`src/rtl/prog_pkg.sv`:
```
// rtl/prog_pkg.sv - shared state, opcode and address tables for the program sequencer
package prog_pkg;

    typedef enum logic [1:0] {
        S_IDLE   = 2'd0,
        S_RUN    = 2'd1,
        S_HALTED = 2'd2
    } state_t;

    localparam logic [3:0] OP_JUMP   = 4'b0110;
    localparam logic [3:0] OP_BONE   = 4'b1000;
    localparam logic [3:0] OP_BZERO  = 4'b1001;
    localparam logic [8:0] INST_HALT = 9'h1FF;

    localparam int unsigned START_ADDR [3] = '{0, 65, 166};

    // Entry 31 reaches the top of the address space so the PC wrap can be exercised.
    localparam int unsigned TARGET_LUT [32] = '{
        0,   20,  40,  60,  80,  100, 120, 140,
        160, 180, 200, 220, 240, 260, 280, 300,
        4,   64,  360, 380, 400, 420, 440, 460,
        480, 500, 520, 540, 560, 580, 600, 1023
    };

endpackage

```
`src/rtl/jump_lut.sv`:
```
// rtl/jump_lut.sv - combinational branch/jump index to target address lookup
module jump_lut
    import prog_pkg::*;
#(
    parameter int PC_W = 10
) (
    input  logic [4:0]      idx,
    output logic [PC_W-1:0] addr
);

    assign addr = PC_W'(TARGET_LUT[idx]);

endmodule

```
`src/rtl/prog_sequencer.sv`:
```
// rtl/prog_sequencer.sv - program counter sequencer with jump/branch decode, stall and cycle counter
module prog_sequencer
    import prog_pkg::*;
#(
    parameter int PC_W   = 10,
    parameter int INST_W = 9
) (
    input  logic              CLK,
    input  logic              Reset,
    input  logic              Start,
    input  logic [1:0]        ProgSel,
    input  logic [INST_W-1:0] InstOut,
    input  logic              Flag,
    input  logic              Stall,
    output logic [PC_W-1:0]   InstAddress,
    output logic              Running,
    output logic              Done,
    output logic [15:0]       CycleCount
);

    state_t          state, state_n;
    logic [PC_W-1:0] pc, pc_n;
    logic [15:0]     cnt, cnt_n;
    logic            running_q, done_q;
    logic [PC_W-1:0] target;
    logic [3:0]      opcode;
    logic            start_ok;

    assign opcode   = InstOut[8:5];
    assign start_ok = Start && (ProgSel != 2'd3);

    jump_lut #(.PC_W(PC_W)) u_jump_lut (
        .idx  (InstOut[4:0]),
        .addr (target)
    );

    always_ff @(posedge CLK or posedge Reset) begin
        if (Reset) begin
            state     <= S_IDLE;
            pc        <= '0;
            cnt       <= '0;
            running_q <= 1'b0;
            done_q    <= 1'b0;
        end else begin
            state     <= state_n;
            pc        <= pc_n;
            cnt       <= cnt_n;
            running_q <= (state_n == S_RUN);
            done_q    <= (state_n == S_HALTED);
        end
    end

    always_comb begin
        state_n = state;
        pc_n    = pc;
        cnt_n   = cnt;
        case (state)
            S_IDLE, S_HALTED: begin
                if (start_ok) begin
                    state_n = S_RUN;
                    pc_n    = PC_W'(START_ADDR[ProgSel]);
                    cnt_n   = '0;
                end
            end
            S_RUN: begin
                // Stalled cycles still count as run time.
                if (cnt != 16'hFFFF) begin
                    cnt_n = cnt + 16'd1;
                end
                if (!Stall) begin
                    if (InstOut == INST_HALT) begin
                        state_n = S_HALTED;
                    end else begin
                        case (opcode)
                            OP_JUMP:  pc_n = target;
                            OP_BONE:  pc_n = Flag ? target : pc + PC_W'(1);
                            OP_BZERO: pc_n = Flag ? pc + PC_W'(1) : target;
                            default:  pc_n = pc + PC_W'(1);
                        endcase
                    end
                end
            end
            default: begin
                state_n = S_IDLE;
            end
        endcase
    end

    assign InstAddress = pc;
    assign Running     = running_q;
    assign Done        = done_q;
    assign CycleCount  = cnt;

endmodule

```
`config.mk`:
```
export PLATFORM = sky130hd
export DESIGN_NAME = prog_sequencer
export DESIGN_NICKNAME = d
export VERILOG_FILES = /design/src/rtl/prog_pkg.sv /design/src/rtl/jump_lut.sv /design/src/rtl/prog_sequencer.sv
export SDC_FILE = /design/constraint.sdc
export NUM_CORES = 1
export LEC_CHECK = 0
export BUFFER_PORTS_ARGS = -buffer_cell sky130_fd_sc_hd__buf_4
export CAP_MARGIN = 10
export CORE_ASPECT_RATIO = 1.5
export CORE_MARGIN = 5
export CORE_UTILIZATION = 40
export DETAILED_ROUTE_END_ITERATION = 10
export SLEW_MARGIN = 5
export SYNTH_ARGS = -nofsm -noshare
export SYNTH_HDL_FRONTEND = slang
export SYNTH_SLANG_ARGS = --single-unit
```
`constraint.sdc`:
```
create_clock -name CLK -period 2.09 [get_ports CLK]
set_input_delay 0.209 -clock CLK [delete_from_list [all_inputs] [get_ports CLK]]
set_output_delay 0.209 -clock CLK [all_outputs]
set_load 0.05 [all_outputs]
```
==> impl_table.tex <==
\begin{tabular}{lr}
\hline
Metric & Value \\
\hline
\multicolumn{2}{l}{\textbf{Yosys}} \\
Multiplexer share of the synthesized area & 0.0460 \\
Predominant post-synthesis flop cell & sky130\_fd\_sc\_hd\_\_dfrtp\_1 \\
Post-synth ARST share & 1.00 \\
Flip-flop and latch count after synthesis & 30 \\
Per-instance average area after synthesis & 8.72 µm² \\
Simple logic cell fraction of the synthesized area & 0.287 \\
Area fraction of the dominant cell type after synthesis & 0.336 \\
EDFF count, synth & 0 \\
Netlist area before placement & 2230 µm² \\
Number of different library cells in the post-synthesis netlist & 53 \\
Post-synth top cells & sky130\_fd\_sc\_hd\_\_dfrtp\_1, sky130\_fd\_sc\_hd\_\_nor2\_1, sky130\_fd\_sc\_hd\_\_a21oi\_1 \\
Adder and majority cell fraction of the synthesized area & 0.0392 \\
Share of synthesized area occupied by flip-flops and latches & 0.336 \\
Cell count after synthesis & 256 \\
XOR/XNOR Fraction of Synth Area & 0.0628 \\
Dominant cells by area after synthesis & sky130\_fd\_sc\_hd\_\_dfrtp\_1, sky130\_fd\_sc\_hd\_\_xnor2\_1, sky130\_fd\_sc\_hd\_\_a21oi\_1 \\
Cell accounting for the most synthesized area & sky130\_fd\_sc\_hd\_\_dfrtp\_1 \\
Main combinational cell family by area after synthesis & simple AND/OR/NAND/NOR gates \\
Compound-gate portion of the synthesized area & 0.190 \\
Total of warnings raised by yosys & 0 \\
Most used standard cell by instance count after synthesis & sky130\_fd\_sc\_hd\_\_dfrtp\_1 \\
Number of nets in the synthesized netlist & 279 \\
\multicolumn{2}{l}{\textbf{Route}} \\
Post-DR wirelength/cell & 15.4 µm \\
DRC viols & 0 \\
Vias & 2,141 \\
Number of detailed-routing iterations run before antenna repair & 4 \\
Remaining antenna violation count & 0 \\
Final wirelength & 5820 µm \\
DR iter-0 viols & 119 \\
Post-detailed-route via-to-cell ratio & 5.66 \\
\multicolumn{2}{l}{\textbf{STA}} \\
Fin Clk Skew & 5.00 ps \\
Setup repair after global routing missed its margin & no \\
Final hold viol count & 0 \\
Worst-case hold slack & 16.2 ps \\
Fin crit share & 0.856 \\
Total negative slack for setup checks & 0 ps \\
Max-slew headroom at the worst pin & 0.616 \\
Count of pins over their slew limit & 0 \\
Slew @ Worst Pin & 575 ps \\
Setup slack after layout & 301 ps \\
Final critical delay including setup and external delays & 1790 ps \\
Final setup violation count & 0 \\
Maximum clock frequency & 0.559 GHz \\
\multicolumn{2}{l}{\textbf{Critical path}} \\
Endpoint type of the worst setup path & register \\
Arrival time of data at the critical path endpoint & 1980 ps \\
Critical-path maximum fanout & 12 \\
Required time reported for the critical path endpoint & 2280 ps \\
Kind of start point of the critical path & register \\
Class of the most critical setup path & reg -> reg \\
\multicolumn{2}{l}{\textbf{Clock tree}} \\
CTS tree & built \\
Max clock buf depth & 2 \\
Clock transition at the registers of the reported paths & 70 ps \\
Count of hold-fix buffers inserted at cts & 0 \\
Number of H-tree branching levels & 2 \\
Clock root buffer master & sky130\_fd\_sc\_hd\_\_clkbuf\_8 \\
Clk sinks & 30 \\
Number of instances resized during post-cts repair & 0 \\
Number of buffers created by CTS & 5 \\
Post-CTS repair timing setup buffer count & 0 \\
Clock latency on the worst-skew pair & 280 ps \\
\multicolumn{2}{l}{\textbf{Run status}} \\
Run status & complete, no violations \\
\multicolumn{2}{l}{\textbf{Global routing}} \\
Via count of the first global-routing pass & 2,105 \\
Pin count of the biggest net entering global routing & 31 \\
Initial antenna violation count & 0 \\
Overall fraction of global-route tracks in use & 0.172 \\
Grt total ovfl & 0 \\
First-pass GRT wire length & 10,000 µm \\
\multicolumn{2}{l}{\textbf{Min path}} \\
Worst min-delay path class & in -> async \\
\multicolumn{2}{l}{\textbf{Job}} \\
Maxcap violations & 0 \\
\multicolumn{2}{l}{\textbf{Placed design}} \\
Final HPWL DP & 4380 µm \\
Setup WS pre-CTS & 172 ps \\
PortBufs & 43 \\
Gp weighted congestion & 0.889 \\
\multicolumn{2}{l}{\textbf{Die}} \\
I/O pin total & 44 \\
Die boundary height & 101 µm \\
Area enclosed by the die boundary & 7210 µm² \\
FP Rows & 33 \\
Starting Density & 0.410 \\
Chip Width & 71.0 µm \\
Core region area & 5450 µm² \\
\multicolumn{2}{l}{\textbf{Final layout}} \\
Final \#Nets & 331 \\
Area delta synth->final & 23.7\% \\
Fillcell total & 545 \\
\# diodes & 0 \\
Proportion of layout cells with a drive suffix above 1 & 0.231 \\
\multicolumn{2}{l}{\textbf{Power and ir drop}} \\
Cell Pwr Density & 987 nW/µm² \\
Worst vdd rail ir drop & 0.000752 V \\
Leakage power total & 1.21 nW \\
\hline
\end{tabular}
report_power, final:
| part | leakage (nW) | switching [mW] | internal, mW |
|---|---|---|---|
| sequential | 0.378 | 0.211 | 0.726 |
| clock | 0.0383 | 0.211 | 0.229 |
| combinational | 0.790 | 0.877 | 0.470 |
| total | 1.21 | 1.30 | 1.42 |
sequential cells by signal (all words and copies together), names as in the netlist:
name and count:
CycleCount 16, Done 1, InstAddress 10, Running 1
state 2
cell families (layout without fill, tap and decap cells):
family / Yosys count / count (layout)
xor gates and xnor gates: 16 / 16
adders and majority gates: 7 / 7
buffers and inverters: 19 / 71
and+or+nand+nor: 108 / 108
DFF: 30 / 30
muxes: 10 / 10
AOI/OAI and AO/OA: 66 / 66
metrics by stage:
stage,instance area [µm²],power (mW),instances,util
2_1_floorplan,2230,1.86,256,-
3_3_place_gp,2680,2.29,371,0.492
3_5_place_dp,2680,2.30,371,0.492
4_1_cts,2760,2.75,378,0.506
5_1_grt,2760,2.91,378,0.506
6_report,2760,2.72,378,0.506
layer usage:
metal,wire length (µm),vias to the layer above,part of all wire,GRT usage
met5,0,-,0,0
met4,105,0,0.018,0.0666
met3,213,8,0.037,0.0318
met2,3110,42,0.54,0.312
met1,2380,1030,0.41,0.198
li1,-,1061,-,-
cell type report:
type,instances,area (µm²),share of cell area
multi-input cells,207,1400,0.505
flip-flops and latches,30,751,0.272
repair buffers,56,420,0.152
well taps,70,87.6,0.0317
clock buffers,7,76.3,0.0277
inverters,8,30.0,0.0109
critical path: stages (launching register included):
cell	delay [ps]
sky130_fd_sc_hd__dfrtp_1	450
sky130_fd_sc_hd__nor3b_1	360
sky130_fd_sc_hd__o21ai_0	140
sky130_fd_sc_hd__buf_4	200
sky130_fd_sc_hd__nor4_1	340
sky130_fd_sc_hd__o21ai_0	120
sky130_fd_sc_hd__o21ai_0	90
path summary, 6_finish.rpt:
| check | start | to | slack (ps) | cells after the start |
|---|---|---|---|---|
| max in group asynchronous | Reset | InstAddress[6] | 1790 | 3 |
| worst min-delay path | Reset | InstAddress[1] | 20 | 3 |
| worst max-delay path | state[0] | InstAddress[3] | 300 | 6 |
| min in group CLK | Stall | state[1] | 150 | 2 |
| worst min register to register | CycleCount[4] | CycleCount[4] | 530 | 1 |
| worst max register to register | state[0] | InstAddress[3] | 300 | 6 |
cell usage in the layout (no fill, tap or decap), drive strengths merged, types with 3 or more instances in the layout:
cell type,n
a21oi,19
a31oi,5
and3,6
buf,56
clkbuf,7
dfrtp,30
ha,7
inv,8
mux2i,8
nand2,17
nand2b,5
nand3,9
nand3b,3
nand4,9
nor2,24
nor2b,3
nor3,6
nor3b,6
nor4,11
o211ai,3
o21ai,16
o22ai,5
xnor2,13
xor2,3
Note: power is estimated with default switching activity, not from simulation.
